[config.mk]
export PLATFORM = sky130hd
export DESIGN_NAME = aes_ctrl_shadow_bank
export DESIGN_NICKNAME = d
export VERILOG_FILES = /design/src/rtl/aes_ctrl_shadow_pkg.sv /design/src/rtl/aes_ctrl_field_legalize.sv /design/src/rtl/aes_ctrl_shadow_bank.sv
export SDC_FILE = /design/constraint.sdc
export NUM_CORES = 1
export LEC_CHECK = 0
export CORE_ASPECT_RATIO = 1.1
export CORE_MARGIN = 4
export CORE_UTILIZATION = 30
export CTS_BUF_LIST = sky130_fd_sc_hd__clkbuf_8
export DETAILED_ROUTE_END_ITERATION = 12
export PLACE_DENSITY = 0.59
export SLEW_MARGIN = 15
export SYNTH_ARGS = -nofsm -noshare
export SYNTH_HDL_FRONTEND = slang
export SYNTH_HIERARCHICAL = 1
export SYNTH_SLANG_ARGS = --single-unit
[constraint.sdc]
create_clock -name clk_i -period 3.7 [get_ports clk_i]
set_input_delay 0.74 -clock clk_i [delete_from_list [all_inputs] [get_ports clk_i]]
set_output_delay 0.74 -clock clk_i [all_outputs]
set_load 0.05 [all_outputs]
[src/rtl/aes_ctrl_shadow_pkg.sv]
// Shared types and default field layout for the AES control shadow register bank.
package aes_ctrl_shadow_pkg;

    // Two-phase commit protocol state: IDLE waits for a first write,
    // STAGED holds it until the confirming write arrives.
    typedef enum logic {
        IDLE   = 1'b0,
        STAGED = 1'b1
    } phase_e;

    // Default AES control field indices (field f lives at bits [f*FieldW +: FieldW]).
    localparam int unsigned AES_OP_IDX       = 0;
    localparam int unsigned AES_MODE_IDX     = 1;
    localparam int unsigned AES_KEYLEN_IDX   = 2;
    localparam int unsigned AES_SIDELOAD_IDX = 3;
    localparam int unsigned AES_PRNG_IDX     = 4;
    localparam int unsigned AES_MANUAL_IDX   = 5;

    localparam int unsigned NUM_FIELDS_DEFAULT = 6;
    localparam int unsigned FIELD_W_DEFAULT    = 6;
    localparam int unsigned DW_DEFAULT         = NUM_FIELDS_DEFAULT * FIELD_W_DEFAULT;

    // Concatenations list field 5 first, so field 0 ends up at the LSB.
    localparam logic [DW_DEFAULT-1:0] FIELD_MASK_DEFAULT =
        {6'h01, 6'h07, 6'h01, 6'h07, 6'h3F, 6'h03};
    localparam logic [NUM_FIELDS_DEFAULT-1:0] FIELD_ONEHOT_DEFAULT = 6'b010_110;
    localparam logic [DW_DEFAULT-1:0] ALLOWED_MASK_DEFAULT =
        {6'h00, 6'h07, 6'h00, 6'h07, 6'h3F, 6'h03};
    localparam logic [DW_DEFAULT-1:0] DEFAULT_VAL_DEFAULT =
        {6'h00, 6'h01, 6'h00, 6'h04, 6'h20, 6'h01};
    localparam logic [DW_DEFAULT-1:0] RES_VAL_DEFAULT =
        {6'h00, 6'h01, 6'h00, 6'h01, 6'h20, 6'h01};

endpackage : aes_ctrl_shadow_pkg

[src/rtl/aes_ctrl_field_legalize.sv]
// Combinational legalisation of one control field: mask off unused bits and,
// for one-hot fields, replace any non-one-hot or disallowed code by a default.
module aes_ctrl_field_legalize #(
    parameter int unsigned       FieldW  = 6,
    parameter logic [FieldW-1:0] Mask    = '1,
    parameter bit                OneHot  = 1'b0,
    parameter logic [FieldW-1:0] Allowed = '1,
    parameter logic [FieldW-1:0] Default = '0
) (
    input  logic [FieldW-1:0] d_i,
    output logic [FieldW-1:0] q_o
);

    logic [FieldW-1:0] masked;

    assign masked = d_i & Mask;

    if (OneHot) begin : g_onehot
        logic is_onehot;
        logic in_allowed;

        // Exactly one bit set: non-zero and clearing the lowest set bit leaves zero.
        assign is_onehot  = (masked != '0) && ((masked & (masked - FieldW'(1))) == '0);
        assign in_allowed = (masked & ~Allowed) == '0;
        assign q_o        = (is_onehot && in_allowed) ? masked : Default;
    end else begin : g_plain
        assign q_o = masked;
    end

endmodule : aes_ctrl_field_legalize

[src/rtl/aes_ctrl_shadow_bank.sv]
// Shadowed control-register bank for the AES control path. All fields are
// legalised, staged on a first write and committed together on an identical
// second write; a redundant inverted shadow copy guards the committed value.
module aes_ctrl_shadow_bank
    import aes_ctrl_shadow_pkg::*;
#(
    parameter int unsigned                          NumFields   = NUM_FIELDS_DEFAULT,
    parameter int unsigned                          FieldW      = FIELD_W_DEFAULT,
    parameter logic [NumFields*FieldW-1:0]          FieldMask   = FIELD_MASK_DEFAULT,
    parameter logic [NumFields-1:0]                 FieldOneHot = FIELD_ONEHOT_DEFAULT,
    parameter logic [NumFields*FieldW-1:0]          AllowedMask = ALLOWED_MASK_DEFAULT,
    parameter logic [NumFields*FieldW-1:0]          DefaultVal  = DEFAULT_VAL_DEFAULT,
    parameter logic [NumFields*FieldW-1:0]          ResVal      = RES_VAL_DEFAULT,
    localparam int unsigned                         DW          = NumFields * FieldW
) (
    input  logic          clk_i,
    input  logic          rst_ni,
    input  logic          we_i,
    input  logic          re_i,
    input  logic [DW-1:0] wdata_i,
    input  logic          busy_i,
    output logic [DW-1:0] q_o,
    output logic          qe_o,
    output logic          phase_o,
    output logic          err_update_o,
    output logic          err_storage_o,
    output logic          write_ignored_o
);

    phase_e        state_q, state_d;
    logic [DW-1:0] lw;
    logic [DW-1:0] staged_q, staged_d;
    logic [DW-1:0] q_q, q_d;
    logic [DW-1:0] shadow_q, shadow_d;
    logic          qe_q, qe_d;
    logic          err_update_q, err_update_d;
    logic          err_storage_q, err_storage_d;
    logic          write_ignored_q, write_ignored_d;
    logic          wr_ok;
    logic          wr_drop;

    // A write is accepted only while the core is idle; otherwise it is dropped.
    assign wr_ok   = we_i & ~busy_i;
    assign wr_drop = we_i & busy_i;

    // Per-field legalisation of the raw write data.
    for (genvar f = 0; f < NumFields; f++) begin : g_field
        aes_ctrl_field_legalize #(
            .FieldW  (FieldW),
            .Mask    (FieldMask[f*FieldW +: FieldW]),
            .OneHot  (FieldOneHot[f]),
            .Allowed (AllowedMask[f*FieldW +: FieldW]),
            .Default (DefaultVal[f*FieldW +: FieldW])
        ) u_legalize (
            .d_i (wdata_i[f*FieldW +: FieldW]),
            .q_o (lw[f*FieldW +: FieldW])
        );
    end

    // FSM state register.
    // NOTE: sequential state uses non-blocking (<=) assignments so every flop
    // samples its inputs from before the clock edge, independent of block order.
    always_ff @(posedge clk_i or negedge rst_ni) begin
        if (!rst_ni) begin
            state_q <= IDLE;
        end else begin
            state_q <= state_d;
        end
    end

    // FSM next-state: a valid write advances the protocol; a read alone abandons staging.
    // NOTE: every combinational output gets a default first so no path leaves
    // it unassigned, which would otherwise infer a latch.
    always_comb begin
        state_d = state_q;
        case (state_q)
            IDLE: begin
                if (wr_ok) begin
                    state_d = STAGED;
                end
            end
            STAGED: begin
                if (wr_ok || (re_i && !we_i)) begin
                    state_d = IDLE;
                end
            end
            default: state_d = IDLE;
        endcase
    end

    // FSM outputs: staging, commit/mismatch decision and next values of the pulse flags.
    always_comb begin
        staged_d        = staged_q;
        q_d             = q_q;
        shadow_d        = shadow_q;
        qe_d            = 1'b0;
        err_update_d    = 1'b0;
        write_ignored_d = wr_drop;
        err_storage_d   = err_storage_q | (q_q != ~shadow_q);
        case (state_q)
            IDLE: begin
                if (wr_ok) begin
                    staged_d = lw;
                end
            end
            STAGED: begin
                if (wr_ok) begin
                    if (lw == staged_q) begin
                        q_d      = lw;
                        shadow_d = ~lw;
                        qe_d     = 1'b1;
                    end else begin
                        err_update_d = 1'b1;
                    end
                end
            end
            default: ;
        endcase
    end

    // Data and flag registers.
    // NOTE: all storage here, including the staging register, has an
    // architecturally defined reset value, so every flop sits on rst_ni.
    always_ff @(posedge clk_i or negedge rst_ni) begin
        if (!rst_ni) begin
            staged_q        <= '0;
            q_q             <= ResVal;
            shadow_q        <= ~ResVal;
            qe_q            <= 1'b0;
            err_update_q    <= 1'b0;
            err_storage_q   <= 1'b0;
            write_ignored_q <= 1'b0;
        end else begin
            staged_q        <= staged_d;
            q_q             <= q_d;
            shadow_q        <= shadow_d;
            qe_q            <= qe_d;
            err_update_q    <= err_update_d;
            err_storage_q   <= err_storage_d;
            write_ignored_q <= write_ignored_d;
        end
    end

    assign q_o             = q_q;
    assign qe_o            = qe_q;
    assign phase_o         = (state_q == STAGED);
    assign err_update_o    = err_update_q;
    assign err_storage_o   = err_storage_q;
    assign write_ignored_o = write_ignored_q;

endmodule : aes_ctrl_shadow_bank

# After elaboration in Yosys (flattened, before gate mapping)
# Cells that the tools add are included.
classes:
  addsub: 3
  n_eq_ne: 2
  mux: 12
  n_bitwise: 10
  reduce_logical: 14
ops:
  columns: ["cell", "count"]
  rows:
  - ["31-bit by 36-bit != test with 1-bit output", 1]
  - ["31-bit NOT with 36-bit output", 1]
  - ["36-bit NOT", 1]
  - ["22-bit equality test", 1]
  - ["6-bit zero test", 3]
  - ["6-bit nonzero test", 3]
  - ["3-bit by 6-bit AND with 6-bit output", 2]
  - ["1-bit two-way mux", 8]
  - ["3-bit by 1-bit subtractor with 4-bit output (second input constant)", 2]
  - ["6-bit AND", 1]
  - ["3-bit two-way mux", 2]
  - ["6-bit two-way mux", 1]
  - ["6-bit by 1-bit subtractor with 6-bit output (second input constant)", 1]
  - ["1-bit logical AND", 4]
  - ["3-bit AND reduction", 1]
  - ["1-bit AND", 2]
  - ["1-bit NOT", 2]
  - ["1-bit one-hot mux with 2 select lines", 1]
  - ["2-bit AND reduction", 1]
  - ["1-bit zero test", 1]
  - ["1-bit logical OR", 1]
  - ["1-bit bitwise OR", 1]
totals:
  register_bits: 85
  output_inout_bits: 41
  wordCells: 49

# Depth between registers and ports, before layout
logic_depth:
  depth_word: 9
  depth_mapped: 10
  ltp_nobuf: 8

# Modules after synthesis
# Netlist, hierarchy kept.
by_module_without_submodules:
  columns: ["module", "n_inst", "cells_per_inst", "area_each_um2", "seq_area_each_um2"]
  rows:
  - ["aes_ctrl_shadow_bank", 1, 381, 5236.3, 2872.8]
  - ["aes_ctrl_field_legalize at g_field[0].u_legalize ...", 3, 7, 48.8, 0.0]
  - ["aes_ctrl_field_legalize at g_field[2].u_legalize ...", 2, 9, 53.8, 0.0]
  - ["aes_ctrl_field_legalize at g_field[1].u_legalize", 1, 12, 105.1, 0.0]

# Least setup slack after synthesis
# No wires, ideal clock.
synth_timing:
  path_kind: "input port to flip-flop"
  start: "input port wdata_i[6]"
  end: "register q_q[10], in the netlist q_o[10]"
  setup_time_ns: 0.125
  arrival_ns: 2.910
  path_slack_ns: 0.665
  stages: 10
  n_path_buf: 2
  path_cell_list: "or4_1 -> nor3b_2 -> nor4_1 -> xnor2_1 -> nand4_1 -> nor3_1 -> nand3_1 -> buf_2 -> buf_6 -> mux2_4"
synth_via:
  elab_chain_cells: 7
  elab_cells_between_ends: 8
  classes_between: "add/sub (1); eq/ne (1); mux (1); bitwise (1); reduce/logical (4)"
synth_lines:
  columns: ["item", "line", "rtl"]
  rows:
  - ["start, declared", "aes_ctrl_shadow_bank.sv:20", "input logic [DW-1:0] wdata_i,"]
  - ["6-bit by 1-bit subtractor with 6-bit output", "aes_ctrl_field_legalize.sv:23", "assign is_onehot = (masked != '0) && ((masked & (masked - FieldW'(1))) == '0);"]
  - ["6-bit AND", "aes_ctrl_field_legalize.sv:23", null]
  - ["6-bit zero test", "aes_ctrl_field_legalize.sv:23", null]
  - ["1-bit logical AND (*)", "aes_ctrl_field_legalize.sv:23", null]
  - ["6-bit two-way mux (*)", "aes_ctrl_field_legalize.sv:25", "assign q_o = (is_onehot && in_allowed) ? masked : Default;"]
  - ["via lw[8]", "aes_ctrl_shadow_bank.sv:31", "logic [DW-1:0] lw;"]
  - ["22-bit equality test (*)", "aes_ctrl_shadow_bank.sv:108", "if (lw == staged_q) begin"]
  - ["3-bit AND reduction (no line) (*)", null, null]
  - ["end signal, assigned", "aes_ctrl_shadow_bank.sv:127", "q_q <= ResVal;"]
  - ["end signal, assigned", "aes_ctrl_shadow_bank.sv:135", "q_q <= q_d;"]
  - ["end, declared", "aes_ctrl_shadow_bank.sv:33", "logic [DW-1:0] q_q, q_d;"]
# Mark *: on every way through the listed nets, which the timed path passes. The rest lies on a longest branch.
# A chain may end at the register's enable or synchronous reset.

==> results.py <==
metrics = {
    "layout": {
        "regArea_um2": 2870,
        "layout-drive-gt1-share_pct": 31.3,
        "multi_input_area_um2": 2390,
        "num_antenna_cells": 0,
        "final_cell_mix": "dfrtp_1, clkdlybuf4s50_1, xnor2_1",
        "layout_commonest_cell": "dfrtp_1",
        "nets": 553,
        "nFillCells": 1781,
        "layout-area-overhead-vs-synth_pct": 23.2,
    },
    "sta": {
        "whs_ns": 0.334,
        "final.min_clock_period_ns": 3.24,
        "slew_headroom_pct": 54.2,
        "tns_ns": 0,
        "finClkSkew_ns": 0.00931,
        "fmax_mhz": 308,
        "worst_pin_slew_ns": 0.686,
        "setup_viol": 0,
        "final_hold_viol_count": 0,
        "drv_slew": 0,
        "grt_setup_unrepaired": "no",
        "final.period_utilization_pct": 87.7,
    },
    "cts": {
        "h-tree-depth": 4,
        "post-cts-setup-buffers": 0,
        "numCtsBuffers": 17,
        "cts-resized-gates": 0,
        "cts_sinks": 113,
        "cts_tree": "built",
        "cts_buffer_depth": 2,
        "postCtsHoldBufs": 0,
        "cts_root_buf": "clkbuf_8",
        "clk_pin_slew_ns": 0.06,
        "clk_latency_ns": 0.43,
    },
    "routing": {
        "drt-total-wl_mm": 11.5,
        "via_count": 3256,
        "vias_per_cell": 4.25,
        "dr.pass1.iters": 4,
        "drt-wirelength-per-cell_um": 15.0,
        "drt_iter0_markers": 101,
        "drcViolationCount": 0,
        "ant_nets": 0,
    },
    "power_and_ir_drop": {
        "pwr-share-seq_pct": 48.0,
        "switching_share_pct": 24.3,
        "clkPwrFrac_pct": 40.3,
        "p_leak_nw": 3.45,
        "p_per_area_nw_per_um2": 416,
        "power_frac_comb_pct": 11.6,
        "ir_drop_mv": 0.184,
        "p_int_mw": 2.17,
        "power_switching_uw": 697,
    },
    "yosys": {
        "synth_area_um2": 5600,
        "synth_edf_count": 0,
        "syn_area_per_cell_um2": 13.0,
        "ys_ff_latch": 113,
        "yosysSeqAreaShare_pct": 51.3,
        "yosysWarnings": 6,
        "synth_ff_type": "dfrtp_1",
        "async_reset_ff_share_pct": 100,
        "synth_cell_types": 32,
        "syn-instance-count": 432,
    },
    "outcome": {
        "outcome": "complete, no violations",
    },
    "global_route": {
        "antenna_found_initial": 0,
        "grt_pass1_wl_mm": 18.7,
        "grtUsageTotal_pct": 11.5,
        "grt_pass1_vias": 3527,
        "overflow": 0,
        "grt_max_degree": 53,
    },
    "worst_setup_path": {
        "end_kind": "flop",
        "crit_start": "wdata_i[6]",
        "cp.required_ns": 4.01,
        "crit_path_start_kind": "input pin",
        "critPathMaxFanout": 35,
        "r2r_start": "staged_q[35]$_DFFE_PN0P_",
        "crit_type": "in -> reg",
        "arrival_ns": 3.56,
    },
    "run": {
        "maxCapViolations": 0,
    },
    "floorplan": {
        "rows": 52,
        "ios": 82,
        "die_w_um": 138,
        "dieArea_um2": 20900,
        "core_area_um2": 18300,
        "die_h_um": 151,
        "start_util_pct": 30.5,
    },
    "placement": {
        "port_buffers": 61,
        "dp_hpwl_mm": 8.45,
        "gp_congestion": 0.734,
    },
    "worst_hold_path": {
        "hold_class": "in -> async",
    },
}
## registers in the layout, summed over array words and instances (netlist names)
signal           flops
err_update_o         1
shadow_q            36
q_o                 36
phase_o              1
staged_q            36
write_ignored_o      1
err_storage_o        1
qe_o                 1
## final cells by class
class	count	area share, %
clock buffer	22	4.39
tap	243	4.41
sequential	113	41.7
clock inverter	9	1.31
multi-input combinational	261	34.7
timing repair buffer	82	11.5
inverter	37	2.01
## per-layer routing
metal | vias up | share of wire, % | global-route usage [%]
li1 | 1571 | - | -
met4 | 0 | 1.7 | 5.04
met3 | 17 | 3.3 | 3.00
met5 | - | 0 | 0
met2 | 51 | 46 | 18.2
met1 | 1617 | 49 | 15.1
## metrics by stage
step	instance area, µm²	power (mW)	setup slack [ns]	util, %	std cells
after floorplan	5650	1.63	0.665	-	447
after global placement	6500	1.72	0.0900	35.4	736
after detailed placement	6500	1.73	0.0431	35.4	736
after CTS	6890	2.90	0.489	37.6	767
after global routing	6890	3.00	0.281	37.6	767
final	6890	2.87	0.456	37.6	767
## path summary, 6_finish.rpt
kind,end,slack (ns),cells after the start
worst max-delay path,q_o[31]$_DFFE_PN0P_,0.46,12
worst min-delay path,q_o[29]$_DFFE_PN0P_,0.33,1
worst max register to register,q_o[31]$_DFFE_PN0P_,1.63,7
worst min register to register,shadow_q[28]$_DFFE_PN1P_,0.47,2
max in group asynchronous,shadow_q[32]$_DFFE_PN1P_,2.48,2
min in group clk_i,shadow_q[28]$_DFFE_PN1P_,0.47,2
## synth_stat cells (5+ instances only)
master / instances / area [µm²]
xnor2_1: 48 / 420
xor2_1: 21 / 184
buf_2: 7 / 35.0
mux2_2: 39 / 439
buf_4: 24 / 180
dfstp_2: 36 / 946
nand2b_1: 5 / 31.3
mux2i_1: 36 / 360
dfrtp_1: 77 / 1930
nor4_1: 5 / 31.3
inv_1: 37 / 139
mux2_4: 33 / 495
nor2_1: 9 / 33.8
nand4_1: 16 / 100
conb_1: 5 / 18.8
## power by group through the flow
| stage | logic, mW | clock network, mW | registers (mW) |
|---|---|---|---|
| final | 0.333 | 1.16 | 1.38 |
| after global routing | 0.367 | 1.25 | 1.39 |
| after CTS | 0.336 | 1.19 | 1.38 |
| after detailed placement | 0.334 | 0 | 1.40 |
| after global placement | 0.328 | 0 | 1.39 |
| after floorplan | 0.231 | 0 | 1.40 |
## worst max-delay path, stage by stage
cell and delay (ns):
clkdlybuf4s50_1 0.43, buf_4 0.16, or4b_1 0.50, nor3_1 0.19
buf_4 0.18, xnor2_1 0.12, nand4_1 0.19, nor3_1 0.24
buf_4 0.16, nand3_4 0.08, buf_12 0.21, mux2_4 0.32
## cells by family (layout without fill, tap and decap cells)
logic type	after synthesis	after routing	synth area share [%]
other	5	20	0.335
muxes	108	108	23.1
AOI/OAI and AO/OA	8	8	0.894
xor gates and xnor gates	69	69	10.8
and+or+nand+nor	56	56	6.28
buffers and inverters	73	150	7.20
DFF	113	113	51.3
(Power assumes the default switching activity.)
